==> src/rtl/stopwatch_timer_ctrl.sv <==
// stopwatch_timer_ctrl - stopwatch / countdown timer FSM with count register and circular lap memory
// Rev 1.0 - initial release
`default_nettype none

module stopwatch_timer_ctrl #(
  parameter int WIDTH     = 16,
  parameter int LAP_DEPTH = 4
) (
  input  logic                         clk,
  input  logic                         nrst,
  input  logic                         tick,
  input  logic                         pb0,
  input  logic                         pb1,
  input  logic                         pb2,
  output logic [WIDTH-1:0]             count,
  output logic [WIDTH-1:0]             display,
  output logic [$clog2(LAP_DEPTH)-1:0] lap_idx,
  output logic [$clog2(LAP_DEPTH):0]   lap_cnt,
  output logic [1:0]                   mode,
  output logic                         running,
  output logic                         time_up
);

  localparam int IW = $clog2(LAP_DEPTH);
  localparam int CW = IW + 1;
  localparam logic [WIDTH-1:0] CNT_MAX   = '1;
  localparam logic [CW-1:0]    LAPS_FULL = CW'(LAP_DEPTH);

  typedef enum logic [2:0] {
    IDLE     = 3'd0,
    SW_RUN   = 3'd1,
    SW_PAUSE = 3'd2,
    LAP_VIEW = 3'd3,
    T_SET    = 3'd4,
    T_RUN    = 3'd5,
    T_PAUSE  = 3'd6,
    T_UP     = 3'd7
  } state_t;

  state_t           state, state_nxt;
  logic [WIDTH-1:0] count_nxt;
  logic [WIDTH-1:0] count_inc;
  logic [WIDTH-1:0] count_dec;
  logic [WIDTH-1:0] laps [LAP_DEPTH];
  logic [IW-1:0]    wr_ptr, wr_ptr_nxt;
  logic [IW-1:0]    view, view_nxt;
  logic [CW-1:0]    lap_cnt_nxt;
  logic             lap_we;
  logic             view_last;
  logic [IW-1:0]    rd_idx;

  assign count_inc = (count == CNT_MAX) ? count : count + WIDTH'(1);
  assign count_dec = (count == '0) ? count : count - WIDTH'(1);
  assign view_last = ({1'b0, view} == (lap_cnt - CW'(1)));

  always_comb begin
    state_nxt   = state;
    count_nxt   = count;
    wr_ptr_nxt  = wr_ptr;
    lap_cnt_nxt = lap_cnt;
    view_nxt    = view;
    lap_we      = 1'b0;
    case (state)
      IDLE: begin
        count_nxt = '0;
        if (pb0) begin
          state_nxt   = SW_RUN;
          wr_ptr_nxt  = '0;
          lap_cnt_nxt = '0;
          view_nxt    = '0;
        end else if (pb1) begin
          state_nxt = T_SET;
        end
      end
      SW_RUN: begin
        if (tick) count_nxt = count_inc;
        if (pb0) begin
          state_nxt = SW_PAUSE;
        end else if (pb1) begin
          // Lap captures the pre-tick count; oldest entry is overwritten once full
          lap_we     = 1'b1;
          wr_ptr_nxt = wr_ptr + IW'(1);
          if (lap_cnt != LAPS_FULL) lap_cnt_nxt = lap_cnt + CW'(1);
        end
      end
      SW_PAUSE: begin
        if (pb0) begin
          state_nxt = SW_RUN;
        end else if (pb1) begin
          if (lap_cnt != '0) begin
            state_nxt = LAP_VIEW;
            view_nxt  = '0;
          end
        end else if (pb2) begin
          state_nxt = IDLE;
          count_nxt = '0;
        end
      end
      LAP_VIEW: begin
        if (pb0) begin
          state_nxt = SW_PAUSE;
        end else if (pb1) begin
          view_nxt = view_last ? '0 : view + IW'(1);
        end else if (pb2) begin
          state_nxt = IDLE;
          count_nxt = '0;
        end
      end
      T_SET: begin
        if (pb0) begin
          if (count != '0) state_nxt = T_RUN;
        end else if (pb1 && pb2) begin
          state_nxt = IDLE;
          count_nxt = '0;
        end else if (pb1) begin
          count_nxt = count_dec;
        end else if (pb2) begin
          count_nxt = count_inc;
        end
      end
      T_RUN: begin
        // Expiry takes precedence over a simultaneous pause request
        if (tick && (count <= WIDTH'(1))) begin
          count_nxt = '0;
          state_nxt = T_UP;
        end else begin
          if (tick) count_nxt = count_dec;
          if (pb0) state_nxt = T_PAUSE;
        end
      end
      T_PAUSE: begin
        if (pb0) begin
          state_nxt = (count == '0) ? T_UP : T_RUN;
        end else if (pb1) begin
          state_nxt = T_SET;
        end else if (pb2) begin
          state_nxt = IDLE;
          count_nxt = '0;
        end
      end
      T_UP: begin
        count_nxt = '0;
        if (pb0) state_nxt = IDLE;
      end
      default: begin
        state_nxt = IDLE;
        count_nxt = '0;
      end
    endcase
  end

  always_ff @(posedge clk or negedge nrst) begin
    if (!nrst) begin
      state   <= IDLE;
      count   <= '0;
      wr_ptr  <= '0;
      lap_cnt <= '0;
      view    <= '0;
    end else begin
      state   <= state_nxt;
      count   <= count_nxt;
      wr_ptr  <= wr_ptr_nxt;
      lap_cnt <= lap_cnt_nxt;
      view    <= view_nxt;
    end
  end

  always_ff @(posedge clk or negedge nrst) begin
    if (!nrst) begin
      for (int i = 0; i < LAP_DEPTH; i++) laps[i] <= '0;
    end else if (lap_we) begin
      laps[wr_ptr] <= count;
    end
  end

  // Once the ring has wrapped, the oldest lap sits at the write pointer
  assign rd_idx = ((lap_cnt == LAPS_FULL) ? wr_ptr : '0) + view;

  always_comb begin
    display = count;
    lap_idx = '0;
    if (state == LAP_VIEW) begin
      display = laps[rd_idx];
      lap_idx = view;
    end
  end

  always_comb begin
    mode = 2'd0;
    case (state)
      SW_RUN, SW_PAUSE, LAP_VIEW: mode = 2'd1;
      T_SET, T_RUN, T_PAUSE:      mode = 2'd2;
      T_UP:                       mode = 2'd3;
      default:                    mode = 2'd0;
    endcase
  end

  assign running = (state == SW_RUN) || (state == T_RUN);
  assign time_up = (state == T_UP);

endmodule

`default_nettype wire

==> config.mk <==
export PLATFORM = sky130hd
export DESIGN_NAME = stopwatch_timer_ctrl
export DESIGN_NICKNAME = d
export VERILOG_FILES = /design/src/rtl/stopwatch_timer_ctrl.sv
export SDC_FILE = /design/constraint.sdc
export NUM_CORES = 1
export LEC_CHECK = 0
export ABC_AREA = 1
export CAP_MARGIN = 0
export CORE_MARGIN = 1
export CORE_UTILIZATION = 42
export CTS_CLUSTER_DIAMETER = 40
export DETAILED_ROUTE_END_ITERATION = 10
export GPL_ROUTABILITY_DRIVEN = 0
export GPL_TIMING_DRIVEN = 0
export SLEW_MARGIN = 20
export SYNTH_ARGS = -nofsm -noshare
export SYNTH_HDL_FRONTEND = slang
export SYNTH_SLANG_ARGS = --single-unit
==> constraint.sdc <==
create_clock -name clk -period 3.65 [get_ports clk]
set_input_delay 1.095 -clock clk [delete_from_list [all_inputs] [get_ports clk]]
set_output_delay 1.095 -clock clk [all_outputs]
set_load 0.02 [all_outputs]
==> impl_results.md, run 1 <==
* Ant. Diodes at 0
* Total power at between 5 and 6 mW
* HPWL Detailed at between 10000 and 15000 um
* Leakage power at roughly 3.2 nW
* CTS Buf Count at 9
* Setup total negative slack at 0 ns
* Fill count at ~1300
* WL/cell at roughly 16 um
* Mapped Area at around 5700 um2
* Register share of total power at 26.6%
* Final std cells w/o fill at approximately 1000
* Asr flop ratio synth at 100%
* ANT nets after route at 0
* Worst setup margin at 0.0350 ns
* Syn Inst Count at 802
* Ys Warns at 0
* Initial antenna violation count at 0
* HP Class: flip-flop to flip-flop
* Synth Register Bits at 90
* Root Driver: clkbuf_16
* # H-tree levels at 3
* Sw Share at 47.5%
* Vias/cell at 5.48
* Clock Skews at between 0.006 and 0.007 ns
* CTS tree: built
* Finished Cell Area at 6830 um2
* Hold WS at roughly 0.49 ns
* CTS sink count at 90
* Worst path required time at about 2.6 ns
* CP Max Fanout at 7
* IO Port Bufs at between 40 and 50
* Nets at between 800 and 900
* Origin of the critical flop-to-flop path: count[1]
* Ratio of cells with drive above 1 in the final layout at between 10% and 20%
* Comb pwr share at a little under three fifths
* Max-cap violation count at 0
* FF-to-FF path depth at 12
* Hold Fails Final Rpt at 0
* DIE WIDTH at 118 um
* Reg2reg setup slack at 1.46 ns
* Worst vdd ir at around 0.36 mV
* Min-Delay Path Depth at 2
* 1st-iter DRT viols at 469
* Syn nets at just over 800
* Mean Syn Cell Area at approximately 7 um2
* # DRC at 0
* Post-synthesis cell type count at 41
* Finished Core Util at between 50% and 60%
* Sequential element share of the synthesized area at roughly two fifths
* Min cycle time layout at about 3.6 ns
* Initial DRT Pass Iterations at 5
* Final period util at between 90% and 100%
* Slew Limit Fails at 0
* Cell total after placement at between 1000 and 1500
* CTS Buffer Depth at 2
* HP Start: laps[22]
* Setup CP Type: flip-flop to output port
* CTS Hold Bufs at 0
* Die area at around 14000 um2
* Cell internal pwr at 3.03 mW
* Clock group share of total power at between 10% and 20%
* Pin count of the biggest net entering global routing at between 70 and 80
* Psw at 2.74 mW
* Die Y at around 120 um
* Cell Area, Placed at between 6000 and 7000 um2
* Worst skew pair latency at ~0.35 ns
* # rows at 42
* Critical path capture point type: output port
* Clock-pin transition on the worst setup and hold timing paths at ~0.06 ns
* Area Overhead vs Synth at 20.3%
* CP Launch Type: flip-flop
* All-layer global routing usage at about a quarter
* Slew HR at 68.1%
* Top_reg_cell synth: dfrtp_1
* Initial Util at between 40% and 50%
* First-pass GRT wire length at around 27000 um
* Vias in the first global route at ~5500
* GRT overflow at 0
* Pre-CTS WS at -0.569 ns
* Outcome: finished clean
* Tightest Pin Transition at 0.479 ns
* Hold Path Sink: laps[22]
* Via count at ~5700
* Maximum clock frequency at 277 MHz
* Aggregate routed wire length at around 17000 um
* Top-level I/O count at 47
* Count of flip-flops with a built-in enable after synthesis at 0
* Pwr Density at approximately 840 nW/um2
* RSZ-0062 raised after global routing: true
* R2R Path End: count[0]
* CP arrival at ~2.5 ns
* Setup violators final at 0
* Core area at between 10000 and 15000 um2
[power by group through the flow]
stage | registers (mW) | logic (mW) | clock network [mW]
finish | 1.54 | 3.27 | 0.963
detailed placement | 1.55 | 3.12 | 0
global route | 1.57 | 3.58 | 1.02
floorplan | 1.58 | 2.03 | 0
CTS | 1.53 | 3.13 | 0.974
global placement | 1.53 | 3.07 | 0
[layer usage]
layer / up-vias / wire length, um / track usage (%)
li1: 2740 / - / -
met3: 37 / 995 / 3.47
met2: 207 / 8060 / 41.2
met1: 2745 / 7420 / 32.1
met4: 0 / 480 / 11.2
met5: - / 0 / 0
[area by class of cell]
| cell class | instances | area (um2) | area share, % |
|---|---|---|---|
| plain buffers | 43 | 288 | 4.21 |
| clock buffers | 12 | 256 | 3.75 |
| clock inverters | 2 | 37.5 | 0.549 |
| inverters | 63 | 239 | 3.50 |
| multi-input cells | 605 | 3020 | 44.2 |
| flip-flops and latches | 90 | 2250 | 33.0 |
| well taps | 176 | 220 | 3.22 |
| repair buffers | 55 | 519 | 7.60 |
[worst max-delay path, cell delays in order, from the launching register on]
cell and delay, ns:
dfrtp_1 0.39, inv_2 0.09, ha_4 0.13, nand2_2 0.07, nor2_2 0.10, ha_2 0.20
xor2_2 0.18, xor2_2 0.17, buf_6 0.18, clkbuf_16 0.16, a31oi_1 0.07, o21ai_0 0.10
o21ai_0 0.12, buf_2 0.18
[kinds of logic (layout without fill, tap and decap cells)]
group / Yosys count / in the layout / synth area share, %
fa+ha+maj: 12 / 12 / 2.64
simple gates: 417 / 417 / 31.6
buf+inv: 107 / 175 / 8.53
compound gates: 164 / 164 / 15.7
flops: 90 / 90 / 39.7
xor+xnor: 12 / 12 / 1.85
[synth_stat cells (10+ instances only)]
| cell | instances | area, um2 |
|---|---|---|
| dfrtp_1 | 90 | 2250 |
| nand3_1 | 47 | 235 |
| inv_1 | 56 | 210 |
| nor2_1 | 67 | 251 |
| nor3_1 | 10 | 50.1 |
| clkbuf_1 | 10 | 37.5 |
| ha_1 | 12 | 150 |
| xor2_1 | 10 | 87.6 |
| buf_2 | 25 | 125 |
| o21ai_0 | 46 | 230 |
| a31oi_1 | 17 | 106 |
| o21ai_1 | 72 | 360 |
| nand2_1 | 259 | 972 |
| a21oi_1 | 14 | 70.1 |
[timing repair]
action,in CTS,in global routing
gates resized for setup,107,24
gates cloned,0,2
setup endpoints to repair,16,18
buffers inserted,3,4
pin swaps,2,3
[placed cells by master (no fill, tap or decap), types with 10 or more instances in the layout]
cell	netlist	routed
ha_1	12	10
nor3_1	10	10
buf_4	3	13
o21ai_1	72	83
buf_2	25	35
o21ai_0	46	35
a31oi_1	17	10
inv_1	56	53
clkdlybuf4s50_1	0	28
clkbuf_16	0	11
nor2_1	67	66
nand3_1	47	47
a21oi_1	14	14
dfrtp_1	90	90
nand2_1	259	258
[state kept, by name, indices dropped and copies added, names as in the netlist]
name / cells
wr_ptr: 2
laps: 64
view: 2
state: 3
count: 16
lap_cnt: 3
[worst max path at each step]
| stage | startpoint | end | slack, ns | depth (start not counted) |
|---|---|---|---|---|
| 6_report | lap_cnt[0] | display[5] | 0.03 | 13 |
| 3_3_place_gp | nrst | count[11] | -1.91 | 1 |
| 2_1_floorplan | lap_cnt[0] | display[10] | 0.29 | 12 |
| 4_1_cts | lap_cnt[0] | display[6] | 0.01 | 13 |
| 5_1_grt | lap_cnt[0] | display[10] | -0.03 | 13 |
| 3_5_place_dp | lap_cnt[0] | display[11] | -0.57 | 13 |
No activity file was read; power rests on OpenSTA's default activity.
==> run 2, diff against run 1 <==
Settings changed: GPL_TIMING_DRIVEN 0 to not set.
==> run 2 against run 1 <==
Clock-buffer cell count decreased by 3. Critical path depth did not move. Die area unchanged. Critical endpoint is now display[9].
==> impl_results.md, run 2 (synthesis results as in run 1) <==
* Outcome: finished clean (unchanged)
* IO Port Bufs at 46 (was 45)
* Worst path required time at 2.55 ns (about the same)
* Worst vdd ir at 0.413 mV (was 0.363 mV)
* Initial antenna violation count at 0 (unchanged)
* Setup total negative slack at 0 ns (unchanged)
* Pin count of the biggest net entering global routing at 57 (was 75)
* Most flop-heavy register: laps (unchanged)
* Pre-CTS WS at 0.0334 ns (was -0.569 ns)
* Slowest cell on the critical path: dfrtp_1 (unchanged)
* Min cycle time layout at 3.54 ns (was 3.62 ns)
* CP arrival at 2.45 ns (was 2.52 ns)
* Max-cap violation count at 0 (unchanged)
* Clock-pin transition on the worst setup and hold timing paths at 0.07 ns (was 0.06 ns)
* Commonest non-fill, non-tap cell in the layout: nand2_1 (unchanged)
* Crit-path max cell delay at 0.39 ns (about the same)
* Setup CP Type: flip-flop to output port (unchanged)
* Sw Share at 47.3% (was 47.5%)
* WL/cell at 15.8 um (was 16.2 um)
* Vias in the first global route at 5366 (was 5490)
* Critical path capture point type: output port (unchanged)
* Cell total after placement at 1007 (was 1024)
* All-layer global routing usage at 23.9% (was 24.8%)
* Biggest regs: laps x64, count x16 (unchanged)
* Routed met3 length at 718 um (was 995 um)
* # H-tree levels at 3 (unchanged)
* Hold Fails Final Rpt at 0 (unchanged)
* Pwr Density at 855 nW/um2 (was 844 nW/um2)
* Ratio of cells with drive above 1 in the final layout at 12.3% (was 14.8%)
* RSZ-0062 raised after global routing: false (was true)
* Final std cells w/o fill at 1029 (was 1046)
* Initial DRT Pass Iterations at 5 (unchanged)
* M1 WL at 7740 um (was 7420 um)
* Worst skew pair latency at 0.35 ns (about the same)
* Comb pwr share at 53.6% (was 56.7%)
* Nets at 866 (was 885)
* CP Max Fanout at 5 (was 7)
* Cell Area, Placed at 6360 um2 (was 6380 um2)
* Via count at 5515 (was 5729)
* Ant. Diodes at 0 (unchanged)
* CP Launch Type: flip-flop (unchanged)
* Reg2reg setup slack at 1.27 ns (was 1.46 ns)
* Worst setup margin at 0.105 ns (was 0.0350 ns)
* Commonest non-fill, non-tap cells in the layout: nand2_1, dfrtp_1, o21ai_1 (unchanged)
* R2R Path End: count[8] (was count[0])
* First-pass GRT wire length at 26800 um (was 27300 um)
* Register Area at 2250 um2 (unchanged)
* Hold Path Sink: laps[16] (was laps[22])
* # rows at 42 (unchanged)
* Clock group share of total power at 18.0% (was 16.7%)
* Clock Skews at 0.00544 ns (was 0.00678 ns)
* Worst path cell trace: inv_2 > ha_4 > nand2_2 > nor2_1 > ha_2 > xor2_2 > xor2_2 > buf_6 > clkbuf_16 > a31oi_1 > o21ai_0 > o21ai_0 > buf_2 (was inv_2 > ha_4 > nand2_2 > nor2_2 > ha_2 > xor2_2 > xor2_2 > buf_6 > clkbuf_16 > a31oi_1 > o21ai_0 > o21ai_0 > buf_2)
* Leakage power at 3.14 nW (was 3.18 nW)
* Vias/cell at 5.36 (was 5.48)
* FF-to-FF path depth at 9 (was 12)
* Finished Core Util at 51.2% (was 51.8%)
* # DRC at 0 (unchanged)
* CTS tree: built (unchanged)
* Die Y at 118 um (unchanged)
* Tightest Pin Transition at 0.778 ns (was 0.479 ns)
* Maximum clock frequency at 282 MHz (was 277 MHz)
* Core area at 13200 um2 (unchanged)
* ANT nets after route at 0 (unchanged)
* Root Driver: clkbuf_16 (unchanged)
* Slew HR at 48.1% (was 68.1%)
* Fill count at 1301 (was 1311)
* Initial Util at 43.0% (unchanged)
* GRT overflow at 0 (unchanged)
* Psw at 2.73 mW (was 2.74 mW)
* Uppermost routed layer: met4 (unchanged)
* HP Class: flip-flop to flip-flop (unchanged)
* Cell internal pwr at 3.04 mW (was 3.03 mW)
* Origin of the critical flop-to-flop path: state[1] (was count[1])
* HPWL Detailed at 11200 um (was 12200 um)
* Metal2 WL at 7530 um (was 8060 um)
* Register share of total power at 28.5% (was 26.6%)
* Top-level I/O count at 47 (unchanged)
* HP Start: laps[16] (was laps[22])
* Finished Cell Area at 6750 um2 (was 6830 um2)
* Hold WS at 0.492 ns (was 0.493 ns)
* DIE WIDTH at 118 um (unchanged)
* CTS Buffer Depth at 2 (unchanged)
* Combined area of the multi-input logic cells at 2970 um2 (was 3020 um2)
* Min-Delay Path Depth at 2 (unchanged)
* Total power at 5.77 mW (about the same)
* Die area at 14000 um2 (unchanged)
* Setup violators final at 0 (unchanged)
* Final period util at 97.1% (was 99.0%)
* CTS sink count at 90 (unchanged)
* CTS Buf Count at 9 (unchanged)
* CTS Hold Bufs at 0 (unchanged)
* 1st-iter DRT viols at 493 (was 469)
* Slew Limit Fails at 0 (unchanged)
* Max reg flops at 64 (unchanged)
* Area Overhead vs Synth at 18.9% (was 20.3%)
* Aggregate routed wire length at 16300 um (was 17000 um)
==> run 2: cell count changes in the layout (fill, tap and decap cells not counted), sizes merged <==
cell | previous run | this run
buf | 58 | 42
bufinv | 1 | 2
clkbuf | 23 | 16
clkdlybuf4s50 | 28 | 29
clkinv | 1 | 3
inv | 62 | 64
==> run 2: timing repair <==
item,in CTS,in global routing
endpoints found under the setup margin,16,16
gates cloned,0,3
gates resized for setup,57,37
pin swaps,1,2
buffers inserted,0,3
==> run 2: worst max-delay path by stage <==
| stage | start | to | slack (ns) | depth (start not counted) |
|---|---|---|---|---|
| 3_3_place_gp | lap_cnt[1] | display[15] | 0.07 | 11 |
| 3_5_place_dp | lap_cnt[1] | display[15] | 0.03 | 11 |
| 4_1_cts | lap_cnt[1] | display[15] | -0.05 | 12 |
| 2_1_floorplan | lap_cnt[0] | display[10] | 0.29 | 12 |
| 5_1_grt | lap_cnt[0] | display[7] | 0.002 | 13 |
| 6_report | lap_cnt[0] | display[9] | 0.11 | 13 |
==> run 2: layout make-up <==
cell class / count / area share, %
clock buffers: 9 / 3.34
clock inverters: 7 / 1.50
inverters: 63 / 3.54
multi-input cells: 605 / 44.1
flip-flops and latches: 90 / 33.4
well taps: 176 / 3.26
repair buffers: 79 / 10.9
==> run 2: critical path, delay by kind of cell, from the launching register on <==
| family | cells | cell delay [ns] |
|---|---|---|
| simple gates | 2 | 0.17 |
| xor+xnor | 2 | 0.39 |
| buf+inv | 4 | 0.58 |
| compound gates | 3 | 0.23 |
| flops | 1 | 0.39 |
| fa+ha+maj | 2 | 0.34 |
==> run 2: per-layer routing <==
layer  track usage, %  up-vias
li1                 -     2709
met1             32.9     2622
met2             38.5      159
met3             2.85       25
met4             9.21        0
met5                0        -
==> run 2: power by group through the flow <==
stage | clock network [mW] | logic, mW | registers [mW]
after CTS | 1.05 | 2.98 | 1.64
after global placement | 0 | 2.96 | 1.64
final | 1.04 | 3.09 | 1.64
after floorplan | 0 | 2.03 | 1.58
after detailed placement | 0 | 3.01 | 1.65
after global routing | 1.08 | 3.43 | 1.69
==> run 3, diff against run 2 <==
Settings changed: ABC_AREA 1 to not set.
==> run 3 against run 2 <==
The flow now finishes with violations (negative setup slack). Design area grew 1.7%. Die area shrank 1.9%. Clock power shrank 5%. Via count shrank 14%. Hold slack lost 0.0070 ns. Maximum frequency shrank 4.2%. Core utilization grew 2.6 points. Critical path depth shrank 2. Clock skew grew 0.0017 ns. Synthesized area shrank 1.9%. Power shrank 4.2%. Setup slack lost 0.15 ns. Critical endpoint is now display[12]. Highest routed layer unchanged.
==> impl_results.md, run 3 <==
* Initial DRT Pass Iterations at 5 (unchanged)
* Critical path capture point type: output port (unchanged)
* Top cells by area, synth: dfrtp_1, mux2_1, mux4_2, nand2_1, mux2_2 (was dfrtp_1, nand2_1, o21ai_1, nor2_1, nand3_1)
* Area Overhead vs Synth at 23.3% (was 18.9%)
* Cell total after placement at 763 (was 1007)
* Initial Util at 43.6% (was 43.0%)
* Uppermost routed layer: met4 (unchanged)
* Commonest non-fill, non-tap cells in the layout: dfrtp_1, nand2_1, buf_4 (was nand2_1, dfrtp_1, o21ai_1)
* Ant. Diodes at 0 (unchanged)
* Hold Fails Final Rpt at 0 (unchanged)
* First-pass GRT wire length at 24800 um (was 26800 um)
* CTS Hold Bufs at 0 (unchanged)
* CTS sink count at 90 (unchanged)
* Hold WS at 0.485 ns (was 0.492 ns)
* Setup total negative slack at -0.303 ns (was 0 ns)
* CP Max Fanout at 8 (was 5)
* Via count at 4718 (was 5515)
* DIE WIDTH at 117 um (was 118 um)
* Vias/cell at 6.00 (was 5.36)
* CP Launch Type: flip-flop (unchanged)
* Most flop-heavy register: laps (unchanged)
* ANT nets after route at 0 (unchanged)
* Aggregate routed wire length at 15200 um (was 16300 um)
* CP arrival at 2.60 ns (was 2.45 ns)
* Leakage power at 2.99 nW (was 3.14 nW)
* Syn nets at 573 (was 820)
* IO Port Bufs at 46 (unchanged)
* Final std cells w/o fill at 786 (was 1029)
* Top-level I/O count at 47 (unchanged)
* GRT overflow at 0 (unchanged)
* Post-synth top area share at 40.5% (was 39.7%)
* Worst path required time at 2.55 ns (about the same)
* Max reg flops at 64 (unchanged)
* Die area at 13700 um2 (was 14000 um2)
* CTS Buf Count at 9 (unchanged)
* Clock Skews at 0.00716 ns (was 0.00544 ns)
* HPWL Detailed at 10300 um (was 11200 um)
* Synth top cells by count: dfrtp_1, nand2_1, mux2_1 (was nand2_1, dfrtp_1, o21ai_1)
* Mapped Area at 5570 um2 (was 5680 um2)
* Buffer and inverter count on the worst path at 4 (unchanged)
* Nets at 627 (was 866)
* M1 WL at 6880 um (was 7740 um)
* Commonest non-fill, non-tap cell in the layout: dfrtp_1 (was nand2_1)
* Pin count of the biggest net entering global routing at 58 (was 57)
* Top_reg_cell synth: dfrtp_1 (unchanged)
* Count of flip-flops with a built-in enable after synthesis at 0 (unchanged)
* Setup CP Type: flip-flop to output port (unchanged)
* Asr flop ratio synth at 100% (unchanged)
* Slew HR at 44.7% (was 48.1%)
* Fill count at 1125 (was 1301)
* Sequential element share of the synthesized area at 40.5% (was 39.7%)
* Slowest cell on the critical path: dfrtp_2 (was dfrtp_1)
* Crit-path max cell delay at 0.41 ns (was 0.39 ns)
* All-layer global routing usage at 24.4% (was 23.9%)
* Syn Inst Count at 555 (was 802)
* Root Driver: clkbuf_16 (unchanged)
* Worst path cell trace: inv_2 > ha_4 > and3_4 > ha_4 > xor2_4 > xnor2_2 > buf_6 > buf_12 > mux4_2 > mux2_4 > buf_6 (was inv_2 > ha_4 > nand2_2 > nor2_1 > ha_2 > xor2_2 > xor2_2 > buf_6 > clkbuf_16 > a31oi_1 > o21ai_0 > o21ai_0 > buf_2)
* Vias in the first global route at 4667 (was 5366)
* Worst skew pair latency at 0.35 ns (about the same)
* Delay-heaviest family, CP: multiplexers (was buffers and inverters)
* Initial antenna violation count at 0 (unchanged)
* Synth area leader: dfrtp_1 (unchanged)
* Pre-CTS WS at -0.123 ns (was 0.0334 ns)
* Worst setup margin at -0.0490 ns (was 0.105 ns)
* Setup violators final at 14 (was 0)
* Clock-pin transition on the worst setup and hold timing paths at 0.07 ns (about the same)
* Routed met3 length at 747 um (was 718 um)
* Failing checks: negative setup slack
* Core area at 12800 um2 (was 13200 um2)
* Slew Limit Fails at 0 (unchanged)
* Mean Syn Cell Area at 10.0 um2 (was 7.08 um2)
* Worst vdd ir at 0.438 mV (was 0.413 mV)
* CTS Buffer Depth at 2 (unchanged)
* Min cycle time layout at 3.70 ns (was 3.54 ns)
* Final period util at 101% (was 97.1%)
* Leading cell type by number of instances after synthesis: dfrtp_1 (was nand2_1)
* HP Class: flip-flop to flip-flop (unchanged)
* Biggest regs: laps x64, count x16 (unchanged)
* Die Y at 117 um (was 118 um)
* Post-synthesis cell type count at 71 (was 41)
* CTS tree: built (unchanged)
* Tightest Pin Transition at 0.826 ns (was 0.778 ns)
* RSZ-0062 raised after global routing: true (was false)
* WL/cell at 19.4 um (was 15.8 um)
* Maximum clock frequency at 270 MHz (was 282 MHz)
* # rows at 41 (was 42)
* Pwr Density at 806 nW/um2 (was 855 nW/um2)
* # DRC at 0 (unchanged)
* Metal2 WL at 7300 um (was 7530 um)
* Synth Register Bits at 90 (unchanged)
* Total power at 5.53 mW (was 5.77 mW)
* 1st-iter DRT viols at 438 (was 493)
* Ys Warns at 0 (unchanged)
* Ratio of cells with drive above 1 in the final layout at 21.2% (was 12.3%)
* # H-tree levels at 3 (unchanged)
* Outcome: finished with violations (was finished clean)
* Max-cap violation count at 0 (unchanged)
==> run 3: cell types whose count changed after synthesis, sizes merged, moves of 6 or more <==
cell | before | now
nand3 | 47 | 16
buf | 34 | 14
mux4 | 0 | 16
a211oi | 0 | 6
inv | 62 | 17
nor4 | 0 | 12
o22ai | 1 | 9
o21ai | 120 | 41
xor2 | 10 | 3
mux2 | 0 | 54
clkbuf | 10 | 34
a31oi | 18 | 9
nand2 | 266 | 60
nor2 | 78 | 23
==> run 3: worst reg2reg max path: stages, from the launching register on <==
cell and delay (ns):
dfrtp_1 0.61, nor4_4 0.54, nand4_1 0.32, a31oi_1 0.73, nor2_1 0.22, a221o_1 0.38
==> run 3: area by class of cell <==
cell class	instances	area (um2)	area share [%]
clock inverter	7	85.1	1.24
inverter	18	67.6	0.985
multi-input combinational	399	3150	45.8
timing repair buffer	91	870	12.7
tap	172	215	3.14
sequential	90	2250	32.8
clock buffer	9	225	3.28
==> run 3: worst paths after layout <==
| kind | start | end | slack (ns) | cells past startpoint |
|---|---|---|---|---|
| min in group asynchronous | nrst | lap_cnt[1] | 0.80 | 1 |
| min reg2reg | laps[20] | laps[20] | 0.49 | 2 |
| max in group asynchronous | nrst | laps[20] | 2.10 | 2 |
| max | lap_cnt[0] | display[12] | -0.05 | 11 |
| min | laps[20] | laps[20] | 0.49 | 2 |
| max reg2reg | count[5] | count[1] | 0.74 | 5 |
==> run 3: power by group <==
group	internal, mW	total (mW)	switching, mW	leakage, nW
logic	1.37	3.10	1.73	1.61
registers	1.19	1.45	0.259	1.24
clock network	0.546	0.983	0.437	0.146
==> run 3: per-layer routing <==
metal | vias up | global-route usage, %
li1 | 2187 | -
met1 | 2347 | 32.2
met2 | 160 | 39.9
met3 | 24 | 4.84
met4 | 0 | 8.78
met5 | - | 0
==> run 3: cells by family after synthesis <==
family,share of synthesized area (%)
flip-flops,40.5
multiplexers,17.9
buffers and inverters,4.72
adder cells (fa/ha/maj),2.70
XOR/XNOR,0.787
AND/OR/NAND/NOR,16.8
AO/OA/AOI/OAI,16.6
==> run 3: timing repair <==
action                                 in CTS  in global routing
pin swaps                                   3                  2
gates cloned                                1                  0
endpoints found under the hold margin       0                  0
setup buffers                               5                  2
gates resized for setup                   103                 14
setup endpoints to repair                  16                 16
==> run 3: per-stage QoR <==
step / instance area, um2 / utilization, %
floorplan: 5580 / -
global placement: 6380 / 49.9
detailed placement: 6380 / 49.9
CTS: 6820 / 53.4
global route: 6860 / 53.7
finish: 6860 / 53.7
